--- config.mk ---
export PLATFORM = sky130hd
export DESIGN_NAME = mem_access_flat
export DESIGN_NICKNAME = d
export VERILOG_FILES = /design/src/rtl/mem_access_if.sv /design/src/rtl/mem_access.sv /design/src/flat_wrapper.sv
export SDC_FILE = /design/constraint.sdc
export NUM_CORES = 1
export LEC_CHECK = 0
export CAP_MARGIN = 20
export CORE_ASPECT_RATIO = 1.1
export CORE_MARGIN = 3
export CORE_UTILIZATION = 33
export CTS_CLUSTER_DIAMETER = 40
export DETAILED_ROUTE_END_ITERATION = 10
export GPL_TIMING_DRIVEN = 0
export PLACE_DENSITY = 0.65
export SLEW_MARGIN = 30
export SYNTH_ARGS = -nofsm -noshare
export SYNTH_HDL_FRONTEND = slang
export SYNTH_SLANG_ARGS = --single-unit
--- constraint.sdc ---
create_clock -name clk -period 2.85 [get_ports clk]
set_input_delay 0.285 -clock clk [delete_from_list [all_inputs] [get_ports clk]]
set_output_delay 0.285 -clock clk [all_outputs]
set_load 0.03 [all_outputs]
--- src/rtl/mem_access_if.sv ---
// Data-bus bundle between the memory-access stage (master) and the data memory (slave).
interface mem_access_if;
   logic        dbus_req_o;
   logic        dbus_we_o;
   logic [31:0] dbus_addr_o;
   logic [31:0] dbus_wdata_o;
   logic [3:0]  dbus_strb_o;
   logic        dbus_ack_i;
   logic [31:0] dbus_rdata_i;

   modport master (
      output dbus_req_o, dbus_we_o, dbus_addr_o, dbus_wdata_o, dbus_strb_o,
      input  dbus_ack_i, dbus_rdata_i
   );

   modport slave (
      input  dbus_req_o, dbus_we_o, dbus_addr_o, dbus_wdata_o, dbus_strb_o,
      output dbus_ack_i, dbus_rdata_i
   );
endinterface

--- src/rtl/mem_access.sv ---
// RISC-V memory-access stage: data-bus load/store handshake, load alignment/extension,
// and one registered writeback record per accepted instruction.
module mem_access #(
   parameter int unsigned TIMEOUT_CYCLES = 255
) (
   input  logic         clk,
   input  logic         rst,
   input  logic         ex_valid_i,
   output logic         mem_ready_o,
   input  logic [31:0]  alu_result_i,
   input  logic [31:0]  mem_write_data_i,
   input  logic         ctrl_mem_read_i,
   input  logic         ctrl_mem_write_i,
   input  logic [1:0]   ctrl_mem_size_i,
   input  logic         ctrl_mem_unsigned_i,
   input  logic         ctrl_reg_write_i,
   input  logic [4:0]   rd_addr_i,
   mem_access_if.master dbus,
   output logic         wb_valid_o,
   output logic         wb_reg_write_o,
   output logic [4:0]   wb_rd_addr_o,
   output logic [31:0]  wb_data_o,
   output logic         misalign_o,
   output logic         bus_err_o
);
   localparam int unsigned CNT_W = (TIMEOUT_CYCLES < 2) ? 1 : $clog2(TIMEOUT_CYCLES + 1);
   localparam logic [1:0] SZ_B = 2'b00;
   localparam logic [1:0] SZ_H = 2'b01;
   localparam logic [1:0] SZ_W = 2'b10;

   typedef enum logic {S_IDLE, S_BUS} state_t;

   state_t             r_state, w_state_nxt;
   logic               r_req, w_req_nxt;
   logic               r_we, w_we_nxt;
   logic [31:0]        r_addr, w_addr_nxt;
   logic [31:0]        r_wdata, w_wdata_nxt;
   logic [3:0]         r_strb, w_strb_nxt;
   logic               r_wb_valid, w_wb_valid_nxt;
   logic               r_wb_rw, w_wb_rw_nxt;
   logic [4:0]         r_wb_rd, w_wb_rd_nxt;
   logic [31:0]        r_wb_data, w_wb_data_nxt;
   logic               r_misalign, w_misalign_nxt;
   logic               r_bus_err, w_bus_err_nxt;
   logic [CNT_W-1:0]   r_cnt, w_cnt_nxt;
   logic [1:0]         r_off, w_off_nxt;
   logic [1:0]         r_size, w_size_nxt;
   logic               r_uns, w_uns_nxt;
   logic [4:0]         r_rd, w_rd_nxt;
   logic               r_rw, w_rw_nxt;
   logic               r_load, w_load_nxt;

   logic               w_is_mem, w_is_store, w_bad;
   logic [3:0]         w_st_strb;
   logic [31:0]        w_st_wdata, w_shift, w_load_data;
   logic [CNT_W-1:0]   w_cnt_inc;
   logic               w_timeout;

   assign mem_ready_o = (r_state == S_IDLE);
   assign w_is_mem    = ctrl_mem_read_i | ctrl_mem_write_i;
   assign w_is_store  = ctrl_mem_write_i & ~ctrl_mem_read_i;
   assign w_cnt_inc   = r_cnt + CNT_W'(1);
   assign w_timeout   = (TIMEOUT_CYCLES != 0) && (w_cnt_inc == CNT_W'(TIMEOUT_CYCLES));

   // Store lane placement and alignment check from the incoming address
   always_comb begin
      w_st_strb  = 4'b1111;
      w_st_wdata = mem_write_data_i;
      w_bad      = 1'b1;
      case (ctrl_mem_size_i)
         SZ_B: begin
            w_st_strb  = 4'b0001 << alu_result_i[1:0];
            w_st_wdata = {4{mem_write_data_i[7:0]}};
            w_bad      = 1'b0;
         end
         SZ_H: begin
            w_st_strb  = 4'b0011 << alu_result_i[1:0];
            w_st_wdata = {2{mem_write_data_i[15:0]}};
            w_bad      = alu_result_i[0];
         end
         SZ_W:    w_bad = (alu_result_i[1:0] != 2'b00);
         default: w_bad = 1'b1;
      endcase
   end

   // Load lane extraction and extension
   always_comb begin
      w_shift = dbus.dbus_rdata_i >> {r_off, 3'b000};
      case (r_size)
         SZ_B:    w_load_data = r_uns ? {24'd0, w_shift[7:0]} : {{24{w_shift[7]}}, w_shift[7:0]};
         SZ_H:    w_load_data = r_uns ? {16'd0, w_shift[15:0]} : {{16{w_shift[15]}}, w_shift[15:0]};
         default: w_load_data = w_shift;
      endcase
   end

   always_comb begin
      w_state_nxt    = r_state;
      w_req_nxt      = r_req;
      w_we_nxt       = r_we;
      w_addr_nxt     = r_addr;
      w_wdata_nxt    = r_wdata;
      w_strb_nxt     = r_strb;
      w_wb_valid_nxt = 1'b0;
      w_wb_rw_nxt    = r_wb_rw;
      w_wb_rd_nxt    = r_wb_rd;
      w_wb_data_nxt  = r_wb_data;
      w_misalign_nxt = 1'b0;
      w_bus_err_nxt  = 1'b0;
      w_cnt_nxt      = r_cnt;
      w_off_nxt      = r_off;
      w_size_nxt     = r_size;
      w_uns_nxt      = r_uns;
      w_rd_nxt       = r_rd;
      w_rw_nxt       = r_rw;
      w_load_nxt     = r_load;
      case (r_state)
         S_IDLE: begin
            if (ex_valid_i) begin
               w_wb_rd_nxt = rd_addr_i;
               if (!w_is_mem) begin
                  w_wb_valid_nxt = 1'b1;
                  w_wb_rw_nxt    = ctrl_reg_write_i;
                  w_wb_data_nxt  = alu_result_i;
               end else if (w_bad) begin
                  w_wb_valid_nxt = 1'b1;
                  w_wb_rw_nxt    = 1'b0;
                  w_wb_data_nxt  = alu_result_i;
                  w_misalign_nxt = 1'b1;
               end else begin
                  w_state_nxt = S_BUS;
                  w_req_nxt   = 1'b1;
                  w_we_nxt    = w_is_store;
                  w_addr_nxt  = {alu_result_i[31:2], 2'b00};
                  w_wdata_nxt = w_is_store ? w_st_wdata : 32'd0;
                  w_strb_nxt  = w_is_store ? w_st_strb : 4'd0;
                  w_cnt_nxt   = '0;
                  w_off_nxt   = alu_result_i[1:0];
                  w_size_nxt  = ctrl_mem_size_i;
                  w_uns_nxt   = ctrl_mem_unsigned_i;
                  w_rd_nxt    = rd_addr_i;
                  w_rw_nxt    = ctrl_reg_write_i;
                  w_load_nxt  = ctrl_mem_read_i;
               end
            end
         end
         S_BUS: begin
            // Ack takes priority over a timeout on the same edge
            if (dbus.dbus_ack_i || w_timeout) begin
               w_state_nxt    = S_IDLE;
               w_req_nxt      = 1'b0;
               w_we_nxt       = 1'b0;
               w_addr_nxt     = 32'd0;
               w_wdata_nxt    = 32'd0;
               w_strb_nxt     = 4'd0;
               w_wb_valid_nxt = 1'b1;
               w_wb_rd_nxt    = r_rd;
               w_wb_rw_nxt    = 1'b0;
               w_wb_data_nxt  = 32'd0;
               if (!dbus.dbus_ack_i) begin
                  w_bus_err_nxt = 1'b1;
               end else if (r_load) begin
                  w_wb_rw_nxt   = r_rw;
                  w_wb_data_nxt = w_load_data;
               end
            end else begin
               w_cnt_nxt = w_cnt_inc;
            end
         end
         default: w_state_nxt = S_IDLE;
      endcase
   end

   always_ff @(posedge clk or negedge rst) begin
      if (!rst) begin
         r_state    <= S_IDLE;
         r_req      <= 1'b0;
         r_we       <= 1'b0;
         r_addr     <= 32'd0;
         r_wdata    <= 32'd0;
         r_strb     <= 4'd0;
         r_wb_valid <= 1'b0;
         r_wb_rw    <= 1'b0;
         r_wb_rd    <= 5'd0;
         r_wb_data  <= 32'd0;
         r_misalign <= 1'b0;
         r_bus_err  <= 1'b0;
         r_cnt      <= '0;
         r_off      <= 2'd0;
         r_size     <= 2'd0;
         r_uns      <= 1'b0;
         r_rd       <= 5'd0;
         r_rw       <= 1'b0;
         r_load     <= 1'b0;
      end else begin
         r_state    <= w_state_nxt;
         r_req      <= w_req_nxt;
         r_we       <= w_we_nxt;
         r_addr     <= w_addr_nxt;
         r_wdata    <= w_wdata_nxt;
         r_strb     <= w_strb_nxt;
         r_wb_valid <= w_wb_valid_nxt;
         r_wb_rw    <= w_wb_rw_nxt;
         r_wb_rd    <= w_wb_rd_nxt;
         r_wb_data  <= w_wb_data_nxt;
         r_misalign <= w_misalign_nxt;
         r_bus_err  <= w_bus_err_nxt;
         r_cnt      <= w_cnt_nxt;
         r_off      <= w_off_nxt;
         r_size     <= w_size_nxt;
         r_uns      <= w_uns_nxt;
         r_rd       <= w_rd_nxt;
         r_rw       <= w_rw_nxt;
         r_load     <= w_load_nxt;
      end
   end

   assign dbus.dbus_req_o   = r_req;
   assign dbus.dbus_we_o    = r_we;
   assign dbus.dbus_addr_o  = r_addr;
   assign dbus.dbus_wdata_o = r_wdata;
   assign dbus.dbus_strb_o  = r_strb;
   assign wb_valid_o        = r_wb_valid;
   assign wb_reg_write_o    = r_wb_rw;
   assign wb_rd_addr_o      = r_wb_rd;
   assign wb_data_o         = r_wb_data;
   assign misalign_o        = r_misalign;
   assign bus_err_o         = r_bus_err;
endmodule

--- src/flat_wrapper.sv ---
// flat-port wrapper written by rule: the top's interface ports become plain ports
module mem_access_flat 
#(
   parameter int unsigned TIMEOUT_CYCLES = 255
)
  (clk, rst, ex_valid_i, mem_ready_o, alu_result_i, mem_write_data_i, ctrl_mem_read_i, ctrl_mem_write_i, ctrl_mem_size_i, ctrl_mem_unsigned_i, ctrl_reg_write_i, rd_addr_i, wb_valid_o, wb_reg_write_o, wb_rd_addr_o, wb_data_o, misalign_o, bus_err_o, dbus_dbus_req_o, dbus_dbus_we_o, dbus_dbus_addr_o, dbus_dbus_wdata_o, dbus_dbus_strb_o, dbus_dbus_ack_i, dbus_dbus_rdata_i);
  mem_access_if dbus_i ();
  input  logic clk;
  input  logic rst;
  input  logic ex_valid_i;
  output logic mem_ready_o;
  input  logic [31:0] alu_result_i;
  input  logic [31:0] mem_write_data_i;
  input  logic ctrl_mem_read_i;
  input  logic ctrl_mem_write_i;
  input  logic [1:0] ctrl_mem_size_i;
  input  logic ctrl_mem_unsigned_i;
  input  logic ctrl_reg_write_i;
  input  logic [4:0] rd_addr_i;
  output logic wb_valid_o;
  output logic wb_reg_write_o;
  output logic [4:0] wb_rd_addr_o;
  output logic [31:0] wb_data_o;
  output logic misalign_o;
  output logic bus_err_o;
  output wire logic [$bits(dbus_i.dbus_req_o)-1:0] dbus_dbus_req_o;
  output wire logic [$bits(dbus_i.dbus_we_o)-1:0] dbus_dbus_we_o;
  output wire logic [$bits(dbus_i.dbus_addr_o)-1:0] dbus_dbus_addr_o;
  output wire logic [$bits(dbus_i.dbus_wdata_o)-1:0] dbus_dbus_wdata_o;
  output wire logic [$bits(dbus_i.dbus_strb_o)-1:0] dbus_dbus_strb_o;
  input wire logic [$bits(dbus_i.dbus_ack_i)-1:0] dbus_dbus_ack_i;
  input wire logic [$bits(dbus_i.dbus_rdata_i)-1:0] dbus_dbus_rdata_i;
  assign dbus_dbus_req_o = dbus_i.dbus_req_o;
  assign dbus_dbus_we_o = dbus_i.dbus_we_o;
  assign dbus_dbus_addr_o = dbus_i.dbus_addr_o;
  assign dbus_dbus_wdata_o = dbus_i.dbus_wdata_o;
  assign dbus_dbus_strb_o = dbus_i.dbus_strb_o;
  assign dbus_i.dbus_ack_i = dbus_dbus_ack_i;
  assign dbus_i.dbus_rdata_i = dbus_dbus_rdata_i;
  mem_access #(.TIMEOUT_CYCLES(TIMEOUT_CYCLES)) u_core (.clk(clk), .rst(rst), .ex_valid_i(ex_valid_i), .mem_ready_o(mem_ready_o), .alu_result_i(alu_result_i), .mem_write_data_i(mem_write_data_i), .ctrl_mem_read_i(ctrl_mem_read_i), .ctrl_mem_write_i(ctrl_mem_write_i), .ctrl_mem_size_i(ctrl_mem_size_i), .ctrl_mem_unsigned_i(ctrl_mem_unsigned_i), .ctrl_reg_write_i(ctrl_reg_write_i), .rd_addr_i(rd_addr_i), .dbus(dbus_i), .wb_valid_o(wb_valid_o), .wb_reg_write_o(wb_reg_write_o), .wb_rd_addr_o(wb_rd_addr_o), .wb_data_o(wb_data_o), .misalign_o(misalign_o), .bus_err_o(bus_err_o));
endmodule
==> results of run 1 <==
[sequential cells by signal, indices dropped and copies added, names as in the netlist, 2 cells and up]
register                  flops
u_core.dbus.dbus_strb_o       4
u_core.r_off                  2
u_core.dbus.dbus_wdata_o     32
u_core.r_size                 2
u_core.dbus.dbus_addr_o      30
u_core.r_cnt                  8
u_core.r_rd                   5
u_core.wb_rd_addr_o           5
u_core.wb_data_o             32
[Yosys cell counts (8+ instances only)]
cell       number  share of area
a21oi_1        52          0.039
a22o_1         20          0.026
a22oi_1        16          0.018
buf_2           8         0.0060
clkbuf_1       24          0.014
dfrtp_1       130           0.49
inv_1           9         0.0051
mux2_2         14          0.024
mux2_4         29          0.065
mux2i_1        47          0.071
nand2_1       130          0.073
nor2_1         23          0.013
o21ai_0        27          0.020
o2bb2ai_1      31          0.041
[path summary, 6_finish.rpt]
check                      cells after the start            start                          end
setup / recovery                               4   u_core.r_state                  mem_ready_o
hold / removal                                 2              rst  u_core.dbus.dbus_addr_o[20]
setup reg to reg                               8  u_core.r_off[0]         u_core.wb_data_o[29]
hold reg to reg                                2    u_core.r_load                u_core.r_load
max in group asynchronous                      3              rst   u_core.dbus.dbus_strb_o[3]
min in group clk                               3       ex_valid_i            u_core.misalign_o
[cell usage in the layout (no fill, tap or decap), types with 5 or more instances in the layout]
cell type	netlist	layout
a21oi_1	52	52
a22o_1	20	20
a22oi_1	16	16
buf_1	7	7
buf_2	8	8
buf_6	6	6
bufinv_16	0	5
clkbuf_1	24	22
clkbuf_16	0	17
clkdlybuf4s50_1	0	217
dfrtp_1	130	130
inv_1	9	9
mux2_2	14	14
mux2_4	29	29
mux2i_1	47	47
nand2_1	130	130
nand3_1	6	6
nor2_1	23	23
nor3_1	6	6
o21ai_0	27	27
o221a_2	5	5
o2bb2ai_1	31	31
[layout make-up]
cell class	count	area, µm²	share of cell area
Sequential cell	130	3250	0.330
Timing Repair Buffer	220	2220	0.226
Multi-Input combinational cell	452	3150	0.319
Clock buffer	18	429	0.0435
Inverter	9	33.8	0.00343
Tap cell	247	309	0.0313
Buffer	46	238	0.0241
Clock inverter	14	226	0.0230
[layer usage]
metal	routed length [µm]	global-route usage	vias up
met5	0	0	-
met4	376	0.0526	0
met3	1660	0.0615	26
met2	11200	0.347	200
met1	9800	0.269	2890
li1	-	-	2747
[kinds of logic (layout without fill, tap and decap cells)]
logic type      after synthesis  after routing  share of synthesized area
buf+inv                      56            307                     0.0409
other cells                   1              2                   0.000562
flops                       130            130                      0.488
compound gates              173            173                      0.185
xor+xnor                      2              2                    0.00375
fa+ha+maj                     2              2                    0.00375
mux                          90             90                      0.160
simple gates                183            183                      0.118
[power groups by stage]
stage / registers (mW) / clock network [mW] / logic, mW
floorplan: 3.18 / 0 / 0.977
global placement: 2.52 / 0 / 2.88
detailed placement: 2.52 / 0 / 2.91
CTS: 2.50 / 2.50 / 2.92
global route: 2.55 / 2.60 / 3.07
finish: 2.50 / 2.45 / 2.90
[timing repair]
action,CTS,global route
gates resized for setup,1,2
hold endpoints to repair,47,0
setup endpoints to repair,1,10
pin swaps,0,0
hold buffers,1,0
[worst register-to-register path, delay by kind of cell (launching register included)]
family                 cells  cell delay [ns]
buffers and inverters      2             0.60
DFF                        1             0.31
muxes                      3             1.09
AOI/OAI and AO/OA          1             0.31
and+or+nand+nor            2             0.21
==> flow_summary.yaml, run 1 <==
power:
  report.power.total_mw: 7.85
  power_switching_share: 0.349
  ir_drop_mv: 0.408
  pwr-share-seq: 0.318
  p_per_area_mw_per_mm2: 796
  p_sw_mw: 2.74
  clkPwrFrac: 0.312
  p_leak_nw: 4.36
  p_int_mw: 5.11
  power_frac_comb: 0.369
sta:
  fin_ws_ns: 0.182
  maxSlewViolCount: 0
  slew_headroom: 0.437
  tightestPinTransition_ns: 0.844
  holdWs_ns: 0.348
  fin_crit_ns: 2.67
  clock-skew-final_ns: 0.0108
  rsz0062_at_grt: "no"
  setup_viol: 0
  hold_violations: 0
  setup_tns_ns: 0
  period_share: 0.936
  fmax_ghz: 0.375
critical_path:
  worstSetupEndpointType: "output port"
  critPathKind: "reg -> out"
  crit_buf_inv: 4
  cp_cell_sequence: "buf_2 -> inv_1 -> clkbuf_2 -> clkdlybuf4s50_1"
  critPathTopFamily: "buffers and inverters"
  startpoint_type: "flop"
  cp_slowest_cell: "clkdlybuf4s50_1"
  critPathArrivalTime_ns: 2.38
  crit_required_ns: 2.57
  cp_max_fo: 11
  r2r_slack_ns: 0.20
  critical_path.max_stage_delay_ns: 0.72
cts:
  clockRootBuffer: "clkbuf_16"
  clkSlewWorstSetupHoldPaths_ns: 0.06
  clkSinkCount: 130
  clockBufferDepth: 2
  numCtsBuffers: 17
  cts_setup_buffers: 0
  cts_tree: "done"
  htree_levels: 4
  clock_latency_ns: 0.42
synthesis:
  synth_edf_count: 0
  synth_area_per_cell_um2: 10.5
  syn_inst: 637
  synth_warnings: 0
  synth-seq-cells: 130
  synthFlopType: "dfrtp_1"
  async_flop_share: 1.00
  netlist_area_mm2: 0.00667
  synthDistinctLibCells: 50
  ys_seq_area_frac: 0.488
place:
  post-place-ws_ns: -0.152
  dp_hpwl_mm: 17.0
  placed_cells: 1104
  portBuffers: 218
  gp_congestion: 0.871
  placed_area_mm2: 0.00920
grt:
  grt_usage: 0.209
  antenna_found_initial: 0
  grt_pass1_wl_mm: 35.4
  grt_max_degree: 84
  grt-ovfl-total: 0
  grt_pass1_vias: 6015
routing:
  antenna_left: 0
  first_iter_violations: 371
  firstDrtPassIters: 5
  drc_errors: 0
  via_count: 5863
  wl_mm: 23.0
  avgRoutedWirePerCell_um: 20.2
  via_per_inst: 5.16
final_layout:
  final_nets: 989
  antenna_cells: 0
  syn_to_final_growth_pct: 47.9
  drive_above_1_share: 0.128
  design_area_mm2: 0.00986
  fin_cells: 1136
  n_fill_cell: 1791
  final_util: 0.506
die:
  placementRows: 53
  start_util: 0.342
  die_h_um: 155
  die_area_mm2: 0.0219
  die_x_um: 142
  coreArea_mm2: 0.0195
  ioPinCount: 223
flow_run:
  drv_cap: 0
hold_path:
  min_path_type: "in -> async"
outcome:
  outcome: "finished, final reports clean"
No activity file was read; power rests on OpenSTA's default activity.
==> run 2: changes to the inputs <==
- ABC_CLOCK_PERIOD_IN_PS: not set -> 2850
- CORE_ASPECT_RATIO: 1.1 -> not set
==> run 2 against run 1 <==
Net effect: critical endpoint unchanged; final cell count grew 1.6%; critical path depth is the same; routed wire length shrank 2.0%; total power is essentially flat.
==> flow_summary.yaml, run 2 (same netlist as run 1, synthesis figures left out) <==
outcome:
  outcome: "finished, final reports clean"
place:
  placed_area_mm2: 0.00922
  portBuffers: 218
  dp_hpwl_mm: 17.0
  post-place-ws_ns: -0.0482
  gp_congestion: 0.856
cts:
  clockRootBuffer: "clkbuf_16"
  clockBufferDepth: 2
  cts_tree: "done"
  clkSlewWorstSetupHoldPaths_ns: 0.06
  numCtsBuffers: 17
  htree_levels: 4
  clkSinkCount: 130
  clock_latency_ns: 0.42
routing:
  avgRoutedWirePerCell_um: 19.5
  antenna_left: 0
  drc_errors: 0
  wl_mm: 22.5
  via_count: 5809
  first_iter_violations: 421
  via_per_inst: 5.03
  firstDrtPassIters: 5
sta:
  fmax_ghz: 0.368
  fin_crit_ns: 2.72
  tightestPinTransition_ns: 0.945
  period_share: 0.955
  rsz0062_at_grt: "no"
  slew_headroom: 0.365
  holdWs_ns: 0.390
  fin_ws_ns: 0.130
  setup_viol: 0
  maxSlewViolCount: 0
  hold_violations: 0
  clock-skew-final_ns: 0.0114
die:
  die_x_um: 148
  coreArea_mm2: 0.0197
  start_util: 0.339
  die_h_um: 148
  die_area_mm2: 0.0219
  ioPinCount: 223
  placementRows: 51
power:
  p_per_area_mw_per_mm2: 794
  p_leak_nw: 4.37
  report.power.total_mw: 7.85
  ir_drop_mv: 0.447
critical_path:
  r2r_start: "u_core.r_cnt[1]"
  cp_max_fo: 11
  startpoint_type: "flop"
  critPathArrivalTime_ns: 2.44
  crit_end: "mem_ready_o"
  crit_required_ns: 2.57
  startpoint: "u_core.r_state"
  critPathKind: "reg -> out"
  r2r_cells: 8
  r2r_slack_ns: 0.22
  r2r-end: "u_core.wb_data_o[1]"
  worstSetupEndpointType: "output port"
final_layout:
  antenna_cells: 0
  final_nets: 989
  drive_above_1_share: 0.128
  final_cell_mix: "clkdlybuf4s50_1, nand2_1, dfrtp_1"
  design_area_mm2: 0.00989
  layout_commonest_cell: "clkdlybuf4s50_1"
  syn_to_final_growth_pct: 48.3
  n_fill_cell: 1814
flow_run:
  drv_cap: 0
grt:
  antenna_found_initial: 1
  grt_pass1_wl_mm: 34.3
  grt_usage: 0.202
  grt_max_degree: 70
  grt-ovfl-total: 0
  grt_pass1_vias: 5793
hold_path:
  min_path_type: "in -> async"
## run 2: cell type report
| class | count | area [µm²] | share of cell area |
|---|---|---|---|
| Sequential cell | 130 | 3250 | 0.329 |
| Multi-Input combinational cell | 452 | 3150 | 0.318 |
| Timing Repair Buffer | 220 | 2220 | 0.225 |
| Clock buffer | 22 | 484 | 0.0490 |
| Tap cell | 265 | 332 | 0.0335 |
| Buffer | 46 | 238 | 0.0240 |
| Clock inverter | 10 | 178 | 0.0180 |
| Inverter | 9 | 33.8 | 0.00342 |
## run 2: worst min-delay path by stage
stage,from,to,slack (ns),depth (start not counted)
2_1_floorplan,rst,u_core.bus_err_o,-0.01,0
3_3_place_gp,u_core.r_load,u_core.r_load,0.46,2
3_5_place_dp,rst,u_core.wb_data_o[27],0.28,1
4_1_cts,ctrl_mem_unsigned_i,u_core.r_uns,0.38,3
5_1_grt,ctrl_mem_unsigned_i,u_core.r_uns,0.40,3
6_report,rst,u_core.wb_data_o[27],0.39,2
## run 2: report_power, final
part	leakage, nW	switching (mW)	internal [mW]
clock	0.326	0.814	1.64
sequential	1.67	0.257	2.25
combinational	2.37	1.60	1.30
## run 2: stage by stage
stage                     setup TNS [ns]  utilization  instances
after floorplan                        0            -        638
after global placement           -512.21        0.467       1121
after detailed placement         -0.0683        0.469       1122
after CTS                              0        0.503       1154
after global routing                   0        0.503       1154
final                                  0        0.503       1154
## run 2: critical path, stage by stage (launching register included)
cell and delay (ns):
dfrtp_1 0.36, buf_2 0.20, inv_1 0.32, clkbuf_2 0.39, clkdlybuf4s50_1 0.74
## run 2: routing by layer
| metal | vias up | global-route usage | routed length (µm) |
|---|---|---|---|
| met4 | 2 | 0.0725 | 667 |
| li1 | 2737 | - | - |
| met3 | 37 | 0.0469 | 1430 |
| met5 | - | 0 | 13 |
| met1 | 2817 | 0.273 | 9730 |
| met2 | 216 | 0.321 | 10700 |
## run 2: timing repair
| item | CTS | global route |
|---|---|---|
| endpoints found under the hold margin | 61 | 0 |
| cloned | 0 | 0 |
| endpoints found under the setup margin | 1 | 10 |
| hold buffers | 1 | 0 |
| setup buffers | 0 | 0 |
| resized for setup | 1 | 2 |
